[src/rtl/mlp_load_sequencer.sv]
// mlp_load_sequencer: buffers a flat host word stream and replays it as gap-free
// row bursts in the MLP accelerator load protocol (layer 0 carries inputs + weights).
module mlp_load_sequencer #(
    parameter int unsigned FIFO_DEPTH    = 32,
    parameter int unsigned ROWS          = 16,
    parameter int unsigned BEATS_PER_ROW = 8,
    parameter int unsigned LAYERS        = 8
) (
    input  logic                          clk,
    input  logic                          rst_n,
    input  logic                          start_i,
    input  logic                          in_valid_i,
    input  logic [31:0]                   in_data_i,
    output logic                          in_ready_o,
    output logic                          load_en_o,
    output logic [31:0]                   load_payload_o,
    output logic                          load_type_o,
    output logic [$clog2(ROWS)-1:0]       input_load_number_o,
    output logic [$clog2(LAYERS)-1:0]     layer_number_o,
    output logic [$clog2(BEATS_PER_ROW)-1:0] weight_number_o,
    output logic                          busy_o,
    output logic                          done_o
);

    localparam int unsigned DATA_W      = 32;
    localparam int unsigned PTR_W       = $clog2(FIFO_DEPTH);
    localparam int unsigned CNT_W       = PTR_W + 1;
    localparam int unsigned ROW_W       = $clog2(ROWS);
    localparam int unsigned LAYER_W     = $clog2(LAYERS);
    localparam int unsigned WN_W        = $clog2(BEATS_PER_ROW);
    localparam int unsigned BEAT_W      = $clog2(2 * BEATS_PER_ROW);
    localparam int unsigned TOTAL_WORDS = ROWS * 2 * BEATS_PER_ROW
                                        + (LAYERS - 1) * ROWS * BEATS_PER_ROW;
    localparam int unsigned ACC_W       = $clog2(TOTAL_WORDS + 1);

    typedef enum logic [1:0] {
        IDLE     = 2'd0,
        WAIT_ROW = 2'd1,
        BURST    = 2'd2,
        DONE     = 2'd3
    } state_t;

    state_t                 state;
    logic [DATA_W-1:0]      mem [FIFO_DEPTH];
    logic [PTR_W-1:0]       wr_ptr;
    logic [PTR_W-1:0]       rd_ptr;
    logic [CNT_W-1:0]       fifo_count;
    logic [ACC_W-1:0]       accepted_cnt;
    logic [ROW_W-1:0]       row_cnt;
    logic [LAYER_W-1:0]     layer_cnt;
    logic [BEAT_W-1:0]      beat_cnt;

    logic                   fifo_full_c;
    logic                   push_c;
    logic                   pop_c;
    logic                   job_start_c;
    logic                   is_input_c;
    logic [CNT_W-1:0]       need_c;
    logic [BEAT_W-1:0]      last_beat_c;

    // Handshake, pop and per-row geometry derived from registered state only
    assign fifo_full_c = (fifo_count == CNT_W'(FIFO_DEPTH));
    assign in_ready_o  = busy_o & ~fifo_full_c & (accepted_cnt < ACC_W'(TOTAL_WORDS));
    assign push_c      = in_valid_i & in_ready_o;
    assign pop_c       = (state == BURST);
    assign job_start_c = (state == IDLE) & start_i;
    assign need_c      = (layer_cnt == '0) ? CNT_W'(2 * BEATS_PER_ROW) : CNT_W'(BEATS_PER_ROW);
    assign last_beat_c = (layer_cnt == '0) ? BEAT_W'(2 * BEATS_PER_ROW - 1)
                                           : BEAT_W'(BEATS_PER_ROW - 1);
    assign is_input_c  = (layer_cnt == '0) && (beat_cnt < BEAT_W'(BEATS_PER_ROW));

    // FIFO storage; contents need no reset since occupancy gates every read
    always_ff @(posedge clk) begin
        if (push_c) begin
            mem[wr_ptr] <= in_data_i;
        end
    end

    // FIFO pointers, occupancy and per-job accepted word count
    always_ff @(posedge clk or negedge rst_n) begin
        if (!rst_n) begin
            wr_ptr       <= '0;
            rd_ptr       <= '0;
            fifo_count   <= '0;
            accepted_cnt <= '0;
        end else begin
            if (push_c) begin
                wr_ptr <= wr_ptr + PTR_W'(1);
            end
            if (pop_c) begin
                rd_ptr <= rd_ptr + PTR_W'(1);
            end
            case ({push_c, pop_c})
                2'b10:   fifo_count <= fifo_count + CNT_W'(1);
                2'b01:   fifo_count <= fifo_count - CNT_W'(1);
                default: fifo_count <= fifo_count;
            endcase
            if (job_start_c) begin
                accepted_cnt <= '0;
            end else if (push_c) begin
                accepted_cnt <= accepted_cnt + ACC_W'(1);
            end
        end
    end

    // Row sequencer: waits for a full row in the FIFO, then issues it as one burst
    always_ff @(posedge clk or negedge rst_n) begin
        if (!rst_n) begin
            state               <= IDLE;
            row_cnt             <= '0;
            layer_cnt           <= '0;
            beat_cnt            <= '0;
            load_en_o           <= 1'b0;
            load_payload_o      <= '0;
            load_type_o         <= 1'b0;
            input_load_number_o <= '0;
            layer_number_o      <= '0;
            weight_number_o     <= '0;
            busy_o              <= 1'b0;
            done_o              <= 1'b0;
        end else begin
            load_en_o <= 1'b0;
            done_o    <= 1'b0;
            case (state)
                IDLE: begin
                    if (start_i) begin
                        state     <= WAIT_ROW;
                        busy_o    <= 1'b1;
                        row_cnt   <= '0;
                        layer_cnt <= '0;
                        beat_cnt  <= '0;
                    end
                end
                WAIT_ROW: begin
                    if (fifo_count >= need_c) begin
                        state <= BURST;
                    end
                end
                BURST: begin
                    load_en_o           <= 1'b1;
                    load_payload_o      <= mem[rd_ptr];
                    load_type_o         <= is_input_c;
                    weight_number_o     <= is_input_c ? '0 : beat_cnt[WN_W-1:0];
                    input_load_number_o <= row_cnt;
                    layer_number_o      <= layer_cnt;
                    if (beat_cnt == last_beat_c) begin
                        beat_cnt <= '0;
                        if (row_cnt == ROW_W'(ROWS - 1)) begin
                            row_cnt <= '0;
                            if (layer_cnt == LAYER_W'(LAYERS - 1)) begin
                                state  <= DONE;
                                done_o <= 1'b1;
                                busy_o <= 1'b0;
                            end else begin
                                layer_cnt <= layer_cnt + LAYER_W'(1);
                                state     <= WAIT_ROW;
                            end
                        end else begin
                            row_cnt <= row_cnt + ROW_W'(1);
                            state   <= WAIT_ROW;
                        end
                    end else begin
                        beat_cnt <= beat_cnt + BEAT_W'(1);
                    end
                end
                DONE: begin
                    state <= IDLE;
                end
                default: begin
                    state <= IDLE;
                end
            endcase
        end
    end

endmodule

[config.mk]
export PLATFORM = sky130hd
export DESIGN_NAME = mlp_load_sequencer
export DESIGN_NICKNAME = d
export VERILOG_FILES = /design/src/rtl/mlp_load_sequencer.sv
export SDC_FILE = /design/constraint.sdc
export NUM_CORES = 1
export LEC_CHECK = 0
export CORE_MARGIN = 2
export CORE_UTILIZATION = 56
export DETAILED_ROUTE_END_ITERATION = 7
export GPL_ROUTABILITY_DRIVEN = 1
export HOLD_SLACK_MARGIN = 0.08
export PLACE_DENSITY = 0.73
export SYNTH_ARGS = -nofsm -noshare
export SYNTH_HDL_FRONTEND = slang
export SYNTH_SLANG_ARGS = --single-unit
[constraint.sdc]
create_clock -name clk -period 3.3 [get_ports clk]
set_clock_uncertainty 0.2 [all_clocks]
set_input_delay 0.495 -clock clk [delete_from_list [all_inputs] [get_ports clk]]
set_output_delay 0.495 -clock clk [all_outputs]
set_load 0.1 [all_outputs]
==> results_dict.tcl <==
set metrics [dict create \
    post_cts_buffers 0 \
    drive_gt1_frac 0.238 \
    track_usage 0.264 \
    wl_per_cell_um 28.6 \
    min_period_ns 3.07 \
    p_leak_nw 16.9 \
    switchingPower_mw 14.2 \
    vias_per_cell 6.27 \
    cp_data_required_time_ns 3.66 \
    drcViolationCount 0 \
    rsz0062_at_grt "false" \
    fmax_mhz 326 \
    drt_wl_total_um 102000 \
    min-delay-path-class "input port to asynchronous set/reset pin" \
    initial_utilization 0.565 \
    cts_tree "done" \
    hold_viol_final 0 \
    max_stage_delay_ns 0.85 \
    io_buffer_count 82 \
    clk_latency_ns 0.69 \
    max-vdd-ir-drop_v 0.00117 \
    syn_avg_cell_area_um2 19.6 \
    critPathSlowestCell "a2111oi_1" \
    nNetsFinal 2500 \
    ant_nets 0 \
    regToRegEndpoint "load_payload_o[23]" \
    tightest_slew_ns 0.894 \
    antenna_found_initial 1 \
    cts_num_sinks 1110 \
    grt_pass1_wl_um 151000 \
    ys_seq_area_frac 0.766 \
    synthCells 2195 \
    clkPwrFrac 0.281 \
    insertedDiodeCount 0 \
    htree_levels 3 \
    slew_headroom 0.389 \
    sw_frac_of_total 0.333 \
    numCtsBuffers 108 \
    clockRootBuffer "clkbuf_16" \
    mostFrequentLayoutCell "edfxtp_1" \
    vias 22370 \
    synth_nets 2248 \
    cts_buffer_depth 3 \
    synthesis.area_um2 42900 \
    synthToLayoutAreaGrowth_pct 16.5 \
    p_seq_frac 0.406 \
    ys_async_sr_fraction 0.0775 \
    nFillCells 4853 \
    synth-main-ff-cell "edfxtp_1" \
    grt_overflow_total 0 \
    arrival_ns 3.43 \
    core_um2 75900 \
    clkTransAtPathRegs_ns 0.06 \
    yosys_register_bits 1110 \
    r2r_cells 7 \
    status "completed" \
    end_kind "flop" \
    finalSetupViolations 0 \
    grt_pass1_vias 22984 \
    maxCapViolations 0 \
    fp.dieW_um 281 \
    yosys_warnings 0 \
    post-route-period-util 0.930 \
    routabilityCongestion 0.863 \
    intPower_mw 28.5 \
    r2r_start "rd_ptr[1]" \
    pwr-share-comb 0.313 \
    critPathLaunchType "flop" \
    crit_type "flop to flop" \
    grt_max_degree 60 \
    dieArea_um2 78900 \
    dpl.cell_count 3365 \
    utilization 0.658 \
    stdcell_count 3569 \
    dr.pass1.iters 6 \
    die_h_um 281 \
    final_max_slew_viol_count 0 \
    synthDistinctLibCells 55 \
    synth_edf_count 1024 \
    path_cells "buf_12 > buf_12 > buf_4 > mux4_2 > a2111oi_1 > buf_4 > nor3_1" \
    drt-initial-drc-count 2376 \
    rows 101 \
    dp.final_hpwl_um 60900 \
    reg2reg_slack_ns 0.23 \
    p_per_area_nw_per_um2 854 \
    critPathMaxFanout 19 \
    io_pins 83 \
    layout_common_cells "edfxtp_1, mux2i_1, buf_4" \
]
-- sequential cells by signal, indices dropped and copies added (netlist names), 2 cells and up --
name,count
mem,1024
load_payload_o,32
accepted_cnt,11
fifo_count,6
rd_ptr,5
wr_ptr,5
beat_cnt,4
input_load_number_o,4
row_cnt,4
layer_cnt,3
layer_number_o,3
weight_number_o,3
state,2
-- power groups by stage --
| stage | Combinational, mW | Clock, mW | Sequential (mW) |
|---|---|---|---|
| global placement | 13.1 | 0 | 17.5 |
| global route | 14.1 | 12.7 | 17.4 |
| CTS | 13.4 | 12.1 | 17.3 |
| floorplan | 7.44 | 0 | 18.7 |
| finish | 13.4 | 12.0 | 17.3 |
| detailed placement | 13.3 | 0 | 17.6 |
-- per-stage QoR --
step | setup WS, ns | hold slack, ns | power [mW] | setup TNS, ns | area, um^2
finish | 0.232 | 0.171 | 42.7 | 0 | 50000
detailed placement | -0.0577 | 0.189 | 30.9 | -0.0577 | 46500
CTS | 0.177 | 0.149 | 42.9 | 0 | 50000
floorplan | -0.682 | -0.000591 | 26.2 | -652.70 | 42900
global route | 0.113 | 0.201 | 44.2 | 0 | 50000
global placement | 0.0230 | 0.182 | 30.7 | 0 | 46500
-- metal layers --
layer	GRT usage	part of all wire
met2	0.440	0.50
met4	0.0806	0.029
met5	0	0.00013
met3	0.0476	0.089
met1	0.361	0.38
-- final cells by class --
| class | instances | area (um^2) | share of cell area |
|---|---|---|---|
| clock buffer | 145 | 2970 | 0.0595 |
| sequential | 1110 | 32900 | 0.658 |
| multi-input combinational | 950 | 9600 | 0.192 |
| tap | 1030 | 1290 | 0.0258 |
| clock inverter | 57 | 526 | 0.0105 |
| inverter | 14 | 52.6 | 0.00105 |
| timing repair buffer | 263 | 2650 | 0.0530 |
-- what timing repair did --
| action | in CTS | in global routing |
|---|---|---|
| resized for setup | 1 | 0 |
| endpoints found under the setup margin | 1 | 0 |
| endpoints found under the hold margin | 86 | 0 |
| hold buffers | 2 | 0 |
-- critical path, delay by kind of cell (launching register included) --
kind / cells / cell delay (ns)
compound gates: 1 / 0.85
flops: 1 / 0.45
mux: 1 / 0.39
buf+inv: 4 / 0.97
simple gates: 1 / 0.05
-- worst max path at each step --
stage	slack, ns	depth (start not counted)	startpoint	end
global placement	0.02	7	rd_ptr[1]	load_payload_o[23]
detailed placement	-0.06	7	rd_ptr[1]	load_payload_o[23]
floorplan	-0.68	5	busy_o	mem[30][0]
global route	0.11	8	rd_ptr[1]	load_payload_o[30]
finish	0.23	7	rd_ptr[1]	load_payload_o[23]
CTS	0.18	7	rd_ptr[1]	load_payload_o[23]
-- cell families (layout without fill, tap and decap cells) --
logic type / count (synthesis) / in the layout / synth area share
xor+xnor: 22 / 22 / 0.00449
fa+ha+maj: 17 / 17 / 0.00495
flops: 1110 / 1110 / 0.766
mux: 419 / 419 / 0.144
simple gates: 316 / 316 / 0.0339
compound gates: 176 / 176 / 0.0298
buf+inv: 135 / 479 / 0.0161
-- Yosys cell counts, types with 9 or more instances --
cell / instances / share of area
mux4_2: 160 / 0.084
buf_4: 19 / 0.0033
nor4_1: 32 / 0.0047
buf_2: 40 / 0.0047
a2111oi_2: 10 / 0.0035
nand2b_1: 9 / 0.0013
nor3_1: 38 / 0.0044
ha_1: 17 / 0.0050
nor2_1: 147 / 0.013
xor2_1: 10 / 0.0020
clkbuf_1: 50 / 0.0044
nand2_1: 50 / 0.0044
edfxtp_1: 1024 / 0.72
xnor2_1: 12 / 0.0024
a2111oi_0: 21 / 0.0043
mux2i_1: 257 / 0.060
dfrtp_1: 86 / 0.050
o22ai_1: 98 / 0.014
inv_1: 12 / 0.0010
o21ai_0: 14 / 0.0016
No activity file was read; power rests on OpenSTA's default activity.
